===== config.mk =====
export PLATFORM = sky130hd
export DESIGN_NAME = pc_trace_buf_flat
export DESIGN_NICKNAME = d
export VERILOG_FILES = /design/src/rtl/pc_trace_pkg.sv /design/src/rtl/pc_trace_buf_if.sv /design/src/rtl/pc_trace_fifo.sv /design/src/rtl/pc_trace_buf.sv /design/src/flat_wrapper.sv
export SDC_FILE = /design/constraint.sdc
export NUM_CORES = 1
export LEC_CHECK = 0
export ABC_AREA = 1
export BUFFER_PORTS_ARGS = -buffer_cell sky130_fd_sc_hd__clkbuf_2
export CAP_MARGIN = 40
export CORE_MARGIN = 1
export CORE_UTILIZATION = 46
export DETAILED_ROUTE_END_ITERATION = 16
export SLEW_MARGIN = 30
export SYNTH_ARGS = -nofsm -noshare
export SYNTH_HDL_FRONTEND = slang
export SYNTH_HIERARCHICAL = 1
export SYNTH_SLANG_ARGS = --single-unit
export TNS_END_PERCENT = 20

===== constraint.sdc =====
create_clock -name wb_clk -period 4.57 [get_ports wb_clk]
set_input_delay 0.457 -clock wb_clk [delete_from_list [all_inputs] [get_ports wb_clk]]
set_output_delay 0.457 -clock wb_clk [all_outputs]
set_load 0.1 [all_outputs]

===== src/rtl/pc_trace_pkg.sv =====
// Shared defaults and types for the memory-access trace buffer.
package pc_trace_pkg;

  localparam int DEF_DEPTH = 16;
  localparam int DEF_AW    = 32;
  localparam int DEF_CNT_W = 16;
  localparam int DEF_LW    = $clog2(DEF_DEPTH) + 1;

  localparam logic [DEF_CNT_W-1:0] CNT_MAX = {DEF_CNT_W{1'b1}};

  typedef logic [DEF_AW-1:0] trace_adr_t;

endpackage


===== src/rtl/pc_trace_buf_if.sv =====
// Capture, stream and status signals of the trace buffer; slave is the buffer side.
interface pc_trace_buf_if
  import pc_trace_pkg::*;
#(
  parameter int AW    = DEF_AW,
  parameter int CNT_W = DEF_CNT_W,
  parameter int LW    = DEF_LW
);

  logic [AW-1:0]    i_adr;
  logic             i_vld;
  logic             i_clear;
  logic [AW-1:0]    o_data;
  logic             o_valid;
  logic             i_ready;
  logic [LW-1:0]    o_level;
  logic             o_overflow;
  logic [CNT_W-1:0] o_drop_cnt;

  modport slave (
    input  i_adr, i_vld, i_clear, i_ready,
    output o_data, o_valid, o_level, o_overflow, o_drop_cnt
  );

  modport master (
    output i_adr, i_vld, i_clear, i_ready,
    input  o_data, o_valid, o_level, o_overflow, o_drop_cnt
  );

endinterface


===== src/rtl/pc_trace_fifo.sv =====
// Generic first-word-fall-through synchronous FIFO with a registered head word.
module pc_trace_fifo
  import pc_trace_pkg::*;
#(
  parameter int DEPTH = DEF_DEPTH,
  parameter int W     = DEF_AW,
  parameter int PW    = $clog2(DEPTH),
  parameter int LW    = $clog2(DEPTH) + 1
) (
  input  logic          clk,
  input  logic          rst_n,
  input  logic          clear,
  input  logic          push,
  input  logic          pop,
  input  logic [W-1:0]  wdata,
  output logic [W-1:0]  rdata,
  output logic          valid,
  output logic [LW-1:0] level,
  output logic          full
);

  localparam logic [PW-1:0] PTR_ONE  = PW'(1'b1);
  localparam logic [LW-1:0] LVL_ZERO = {LW{1'b0}};
  localparam logic [LW-1:0] LVL_ONE  = LW'(1'b1);
  localparam logic [LW-1:0] LVL_FULL = LW'(DEPTH);

  logic [W-1:0]  mem_r [DEPTH];
  logic [PW-1:0] wptr_r;
  logic [PW-1:0] rptr_r;
  logic [LW-1:0] level_r;
  logic [W-1:0]  data_r;
  logic          valid_r;

  logic          full_s;
  logic          wr_s;
  logic          rd_s;
  logic [PW-1:0] rptr_inc_s;
  logic [LW-1:0] level_nxt_s;
  logic [W-1:0]  head_nxt_s;

  assign full_s     = (level_r == LVL_FULL);
  assign rd_s       = pop && valid_r && !clear;
  // A full FIFO still accepts a write when the head leaves in the same cycle.
  assign wr_s       = push && !clear && (!full_s || rd_s);
  assign rptr_inc_s = rptr_r + PTR_ONE;

  // Occupancy after this cycle's write/read.
  always_comb begin
    level_nxt_s = level_r;
    case ({wr_s, rd_s})
      2'b10:   level_nxt_s = level_r + LVL_ONE;
      2'b01:   level_nxt_s = level_r - LVL_ONE;
      default: level_nxt_s = level_r;
    endcase
  end

  // Next head word: the incoming word when it lands in an empty slot, else the next stored entry.
  always_comb begin
    head_nxt_s = data_r;
    if (level_r == LVL_ZERO) begin
      if (wr_s) begin
        head_nxt_s = wdata;
      end else begin
        head_nxt_s = data_r;
      end
    end else if (rd_s) begin
      if (level_r == LVL_ONE) begin
        if (wr_s) begin
          head_nxt_s = wdata;
        end else begin
          head_nxt_s = data_r;
        end
      end else begin
        head_nxt_s = mem_r[rptr_inc_s];
      end
    end else begin
      head_nxt_s = data_r;
    end
  end

  // Storage array, deliberately without reset.
  always_ff @(posedge clk) begin
    if (wr_s) begin
      mem_r[wptr_r] <= wdata;
    end
  end

  // Pointers, occupancy and registered head.
  always_ff @(posedge clk or negedge rst_n) begin
    if (!rst_n) begin
      wptr_r  <= {PW{1'b0}};
      rptr_r  <= {PW{1'b0}};
      level_r <= LVL_ZERO;
      data_r  <= {W{1'b0}};
      valid_r <= 1'b0;
    end else if (clear) begin
      wptr_r  <= {PW{1'b0}};
      rptr_r  <= {PW{1'b0}};
      level_r <= LVL_ZERO;
      valid_r <= 1'b0;
    end else begin
      if (wr_s) begin
        wptr_r <= wptr_r + PTR_ONE;
      end
      if (rd_s) begin
        rptr_r <= rptr_inc_s;
      end
      level_r <= level_nxt_s;
      data_r  <= head_nxt_s;
      valid_r <= (level_nxt_s != LVL_ZERO);
    end
  end

  assign rdata = data_r;
  assign valid = valid_r;
  assign level = level_r;
  assign full  = full_s;

endmodule


===== src/rtl/pc_trace_buf.sv =====
// Trace capture buffer: FWFT FIFO plus drop accounting on the stream interface.
// Optional duplicate-address filter enabled by defining PC_TRACE_DEDUP_EN.
module pc_trace_buf
  import pc_trace_pkg::*;
#(
  parameter int DEPTH = DEF_DEPTH,
  parameter int AW    = DEF_AW,
  parameter int CNT_W = DEF_CNT_W
) (
  input  logic           wb_clk,
  input  logic           wb_rst_n,
  pc_trace_buf_if.slave  trc
);

  localparam int LW = $clog2(DEPTH) + 1;
  localparam logic [CNT_W-1:0] CNT_TOP = {CNT_W{1'b1}};
  localparam logic [CNT_W-1:0] CNT_ONE = CNT_W'(1'b1);

  logic          cand_s;
  logic          pop_s;
  logic          full_s;
  logic          drop_s;
  logic [AW-1:0] fifo_data_s;
  logic          fifo_valid_s;
  logic [LW-1:0] fifo_level_s;

  logic             overflow_r;
  logic [CNT_W-1:0] drop_cnt_r;

`ifdef PC_TRACE_DEDUP_EN
  logic [AW-1:0] last_adr_r;
  logic          last_vld_r;

  assign cand_s = trc.i_vld && !(last_vld_r && (trc.i_adr == last_adr_r));

  // Remember the latest capture address, whether or not it reached the FIFO.
  always_ff @(posedge wb_clk or negedge wb_rst_n) begin
    if (!wb_rst_n) begin
      last_adr_r <= {AW{1'b0}};
      last_vld_r <= 1'b0;
    end else if (trc.i_clear) begin
      last_vld_r <= 1'b0;
    end else if (trc.i_vld) begin
      last_adr_r <= trc.i_adr;
      last_vld_r <= 1'b1;
    end else begin
      last_vld_r <= last_vld_r;
    end
  end
`else
  assign cand_s = trc.i_vld;
`endif

  assign pop_s  = fifo_valid_s && trc.i_ready;
  assign drop_s = cand_s && full_s && !pop_s && !trc.i_clear;

  pc_trace_fifo #(
    .DEPTH (DEPTH),
    .W     (AW)
  ) u_fifo (
    .clk   (wb_clk),
    .rst_n (wb_rst_n),
    .clear (trc.i_clear),
    .push  (cand_s),
    .pop   (pop_s),
    .wdata (trc.i_adr),
    .rdata (fifo_data_s),
    .valid (fifo_valid_s),
    .level (fifo_level_s),
    .full  (full_s)
  );

  // Sticky overflow flag and saturating drop counter.
  always_ff @(posedge wb_clk or negedge wb_rst_n) begin
    if (!wb_rst_n) begin
      overflow_r <= 1'b0;
      drop_cnt_r <= {CNT_W{1'b0}};
    end else if (trc.i_clear) begin
      overflow_r <= 1'b0;
      drop_cnt_r <= {CNT_W{1'b0}};
    end else if (drop_s) begin
      overflow_r <= 1'b1;
      if (drop_cnt_r != CNT_TOP) begin
        drop_cnt_r <= drop_cnt_r + CNT_ONE;
      end
    end else begin
      overflow_r <= overflow_r;
    end
  end

  assign trc.o_data     = fifo_data_s;
  assign trc.o_valid    = fifo_valid_s;
  assign trc.o_level    = fifo_level_s;
  assign trc.o_overflow = overflow_r;
  assign trc.o_drop_cnt = drop_cnt_r;

endmodule


===== src/flat_wrapper.sv =====
// flat-port wrapper written by rule: the top's interface ports become plain ports
module pc_trace_buf_flat import pc_trace_pkg::*;
#(
  parameter int DEPTH = DEF_DEPTH,
  parameter int AW    = DEF_AW,
  parameter int CNT_W = DEF_CNT_W
)
  (wb_clk, wb_rst_n, trc_i_adr, trc_i_vld, trc_i_clear, trc_i_ready, trc_o_data, trc_o_valid, trc_o_level, trc_o_overflow, trc_o_drop_cnt);
  pc_trace_buf_if #(.AW(AW), .CNT_W(CNT_W), .LW(5)) trc_i ();
  input  logic wb_clk;
  input  logic wb_rst_n;
  input wire logic [$bits(trc_i.i_adr)-1:0] trc_i_adr;
  input wire logic [$bits(trc_i.i_vld)-1:0] trc_i_vld;
  input wire logic [$bits(trc_i.i_clear)-1:0] trc_i_clear;
  input wire logic [$bits(trc_i.i_ready)-1:0] trc_i_ready;
  output wire logic [$bits(trc_i.o_data)-1:0] trc_o_data;
  output wire logic [$bits(trc_i.o_valid)-1:0] trc_o_valid;
  output wire logic [$bits(trc_i.o_level)-1:0] trc_o_level;
  output wire logic [$bits(trc_i.o_overflow)-1:0] trc_o_overflow;
  output wire logic [$bits(trc_i.o_drop_cnt)-1:0] trc_o_drop_cnt;
  assign trc_i.i_adr = trc_i_adr;
  assign trc_i.i_vld = trc_i_vld;
  assign trc_i.i_clear = trc_i_clear;
  assign trc_i.i_ready = trc_i_ready;
  assign trc_o_data = trc_i.o_data;
  assign trc_o_valid = trc_i.o_valid;
  assign trc_o_level = trc_i.o_level;
  assign trc_o_overflow = trc_i.o_overflow;
  assign trc_o_drop_cnt = trc_i.o_drop_cnt;
  pc_trace_buf #(.DEPTH(DEPTH), .AW(AW), .CNT_W(CNT_W)) u_core (.wb_clk(wb_clk), .wb_rst_n(wb_rst_n), .trc(trc_i));
endmodule

==> impl_metrics.ini <==
[pwr]
power.share.clock_pct = 32.9
intPower_mw = 9.61
power_mw = 14.9
pwr_density_cell_nw_per_um2 = 512
combPwrFrac_pct = 25.8
switching_power_mw = 5.28
power_frac_seq_pct = 41.4
peakVddDrop_uv = 363
p_sw_share_pct = 35.5
total_leakage_power_nw = 12.3

[die]
die_w_um = 238
initial_core_util_pct = 46.6
dieArea_um2 = 56700
die_h_um = 238
ios = 92
core_area_um2 = 55100
rows = 86

[worst_setup_path]
cp_max_fo = 22
startpoint_type = flip-flop
timing.rr.start = u_core/u_fifo/level[0]$_DFF_PN0_
rr_worst_depth = 8
r2r_slack_ns = 1.74
critPathKind = flip-flop to flip-flop
worstPathArrival_ns = 3.10
r2r-end = u_core/u_fifo/mem_r[15][9]$_DFFE_PP_
cp.required_ns = 4.85
cp-end-kind = flip-flop

[synthesis]
ys_types = 32
synth_seq_cells = 575
postSynthNetCount = 2669
synth_cells = 2620
yosysWarnings = 6
netlist_area_um2 = 25700
ys_seq_area_share_pct = 66.0
synth.avg_cell_area_um2 = 9.80

[placement]
port_buffers = 91
hpwl_mm = 40.7
gp_congestion = 0.888
dp_cells = 3367

[routing]
dr.pass1.iters = 5
drc = 0
wl_per_cell_um = 20.3
drtAntennaViolNets = 0
vias = 18500
drt_iter0_drc = 1931
via_per_inst = 5.32
wl_mm = 70.5

[flow_run]
max_cap_violations = 0

[timing]
hold_viol = 0
finalClockSkew_ns = 0.0139
slew_violations = 0
fin_crit_ns = 2.83
whs_ns = 0.260
setup_viol = 0
rsz0062_at_grt = no
max_freq_ghz = 0.354
fin_crit_sh_pct = 61.8
relSlewSlack_pct = 34.1
tightest_slew_ns = 0.988
final.setup.tns_ns = 0

[clock_network]
cts_buffers = 59
cts_sinks = 575
cts_tree = done
cts_setup_buffers = 0
cts_buffer_depth = 3
htreeDepth = 2
clkTransAtPathRegs_ns = 0.06
clockRootBuffer = clkbuf_16
hold_buffers = 1
cts_resized = 0
clock_latency_ns = 0.62

[grt]
busiest_layer = met2
track_usage_pct = 25.3
gr-usage-met2_pct = 38.5
grt_pass1_vias = 17800
antenna_found_initial = 0
use_met1_pct = 37.5
grt_pass1_wl_mm = 109
overflow = 0
met3_usage_pct = 4.95
grt_start_max_net_pins = 191

[layout]
layout_common_cells = 897 x nand2_1, 512 x edfxtp_1, 411 x nand3_1, 354 x inv_1
drive_gt1_share_pct = 9.96
nets = 2731
area_growth_pct = 13.3
fin_cells = 3481
layout_commonest_cell = nand2_1

[min_path]
worstHoldPathType = input port to flip-flop
hold_path_depth = 2
worstHoldStart = trc_i_clear
min_to = u_core/trc.o_overflow$_DFFE_PN0P_

[status]
status = completed
==> final cells by class <==
type / count / area [um^2]
fill: 4874 / 26000
antenna: 1 / 2.50
tap: 748 / 936
timing repair buffer: 133 / 887
clock buffer: 71 / 1600
clock inverter: 40 / 367
multi-input combinational: 1550 / 6950
inverter: 363 / 1370
sequential: 575 / 17000
==> synth_stat cells (all sizes together) <==
cell | number | area share, %
nand2 | 900 | 13
clkbuf | 55 | 0.80
clkinv | 1 | 0.015
a21oi | 37 | 0.72
or2 | 3 | 0.073
xnor2 | 2 | 0.068
o31ai | 1 | 0.029
o21bai | 2 | 0.058
buf | 77 | 1.4
edfxtp | 512 | 60
o21ai | 19 | 0.37
a21boi | 1 | 0.029
nand3 | 412 | 8.1
ha | 12 | 0.58
nand4 | 6 | 0.15
xor2 | 8 | 0.33
o211ai | 32 | 0.94
nor3 | 3 | 0.078
dfrtp | 63 | 6.1
nor2 | 112 | 1.7
inv | 362 | 5.3
==> cells by family after synthesis <==
group / after synthesis / share of synthesized area (%)
simple gates: 1436 / 23.3
xor+xnor: 10 / 0.400
buf+inv: 495 / 7.56
compound gates: 92 / 2.14
fa+ha+maj: 12 / 0.585
flops: 575 / 66.0
==> registers in the layout (all words and copies together), names as in the netlist <==
| name | cells |
|---|---|
| u_core/u_fifo/rptr_r | 4 |
| u_core/u_fifo/valid | 1 |
| u_core/u_fifo/mem_r | 512 |
| u_core/trc.o_drop_cnt | 16 |
| u_core/u_fifo/level | 5 |
| u_core/u_fifo/wptr_r | 4 |
| u_core/u_fifo/rdata | 32 |
| u_core/trc.o_overflow | 1 |
==> worst max-delay path by stage <==
| stage | cells after the start | endpoint | slack (ns) | start |
|---|---|---|---|---|
| after floorplan | 7 | u_core/u_fifo/mem_r[11][0]$_DFFE_PP_ | 0.82 | u_core/u_fifo/level[0]$_DFF_PN0_ |
| after global placement | 8 | u_core/u_fifo/mem_r[1][1]$_DFFE_PP_ | 1.86 | u_core/u_fifo/level[0]$_DFF_PN0_ |
| after detailed placement | 8 | u_core/u_fifo/mem_r[1][1]$_DFFE_PP_ | 1.76 | u_core/u_fifo/level[0]$_DFF_PN0_ |
| after CTS | 8 | u_core/u_fifo/mem_r[1][3]$_DFFE_PP_ | 1.76 | u_core/u_fifo/level[0]$_DFF_PN0_ |
| after global routing | 8 | u_core/u_fifo/mem_r[1][3]$_DFFE_PP_ | 1.55 | u_core/u_fifo/level[0]$_DFF_PN0_ |
| final | 8 | u_core/u_fifo/mem_r[15][9]$_DFFE_PP_ | 1.74 | u_core/u_fifo/level[0]$_DFF_PN0_ |
==> critical path: stages, from the launching register on <==
cell	delay [ns]
dfrtp_1	0.45
inv_1	0.13
ha_1	0.24
nand4_1	0.12
nand2_1	0.14
clkinv_1	0.18
nand2_1	0.30
nor2_4	0.43
buf_4	0.43
==> power groups by stage <==
stage	clock network (mW)	logic, mW	registers (mW)
2_1_floorplan	0	1.73	7.24
3_3_place_gp	0	3.79	6.27
3_5_place_dp	0	3.82	6.27
4_1_cts	4.98	3.83	6.16
5_1_grt	5.18	4.14	6.18
6_report	4.89	3.83	6.16
==> metrics by stage <==
step	instance area, um^2	setup WS (ns)	util, %
final	29100	1.74	52.8
after global routing	29100	1.55	52.8
after CTS	29100	1.76	52.8
after detailed placement	27100	1.76	49.2
after global placement	27100	1.86	49.1
after floorplan	25700	0.823	-
==> per-layer routing <==
layer / vias to the layer above / share of wire [%]
li1: 8664 / -
met1: 8981 / 45
met2: 794 / 45
met3: 77 / 8.8
met4: 0 / 1.5
met5: - / 0
Power figures use the tool's default switching activity.
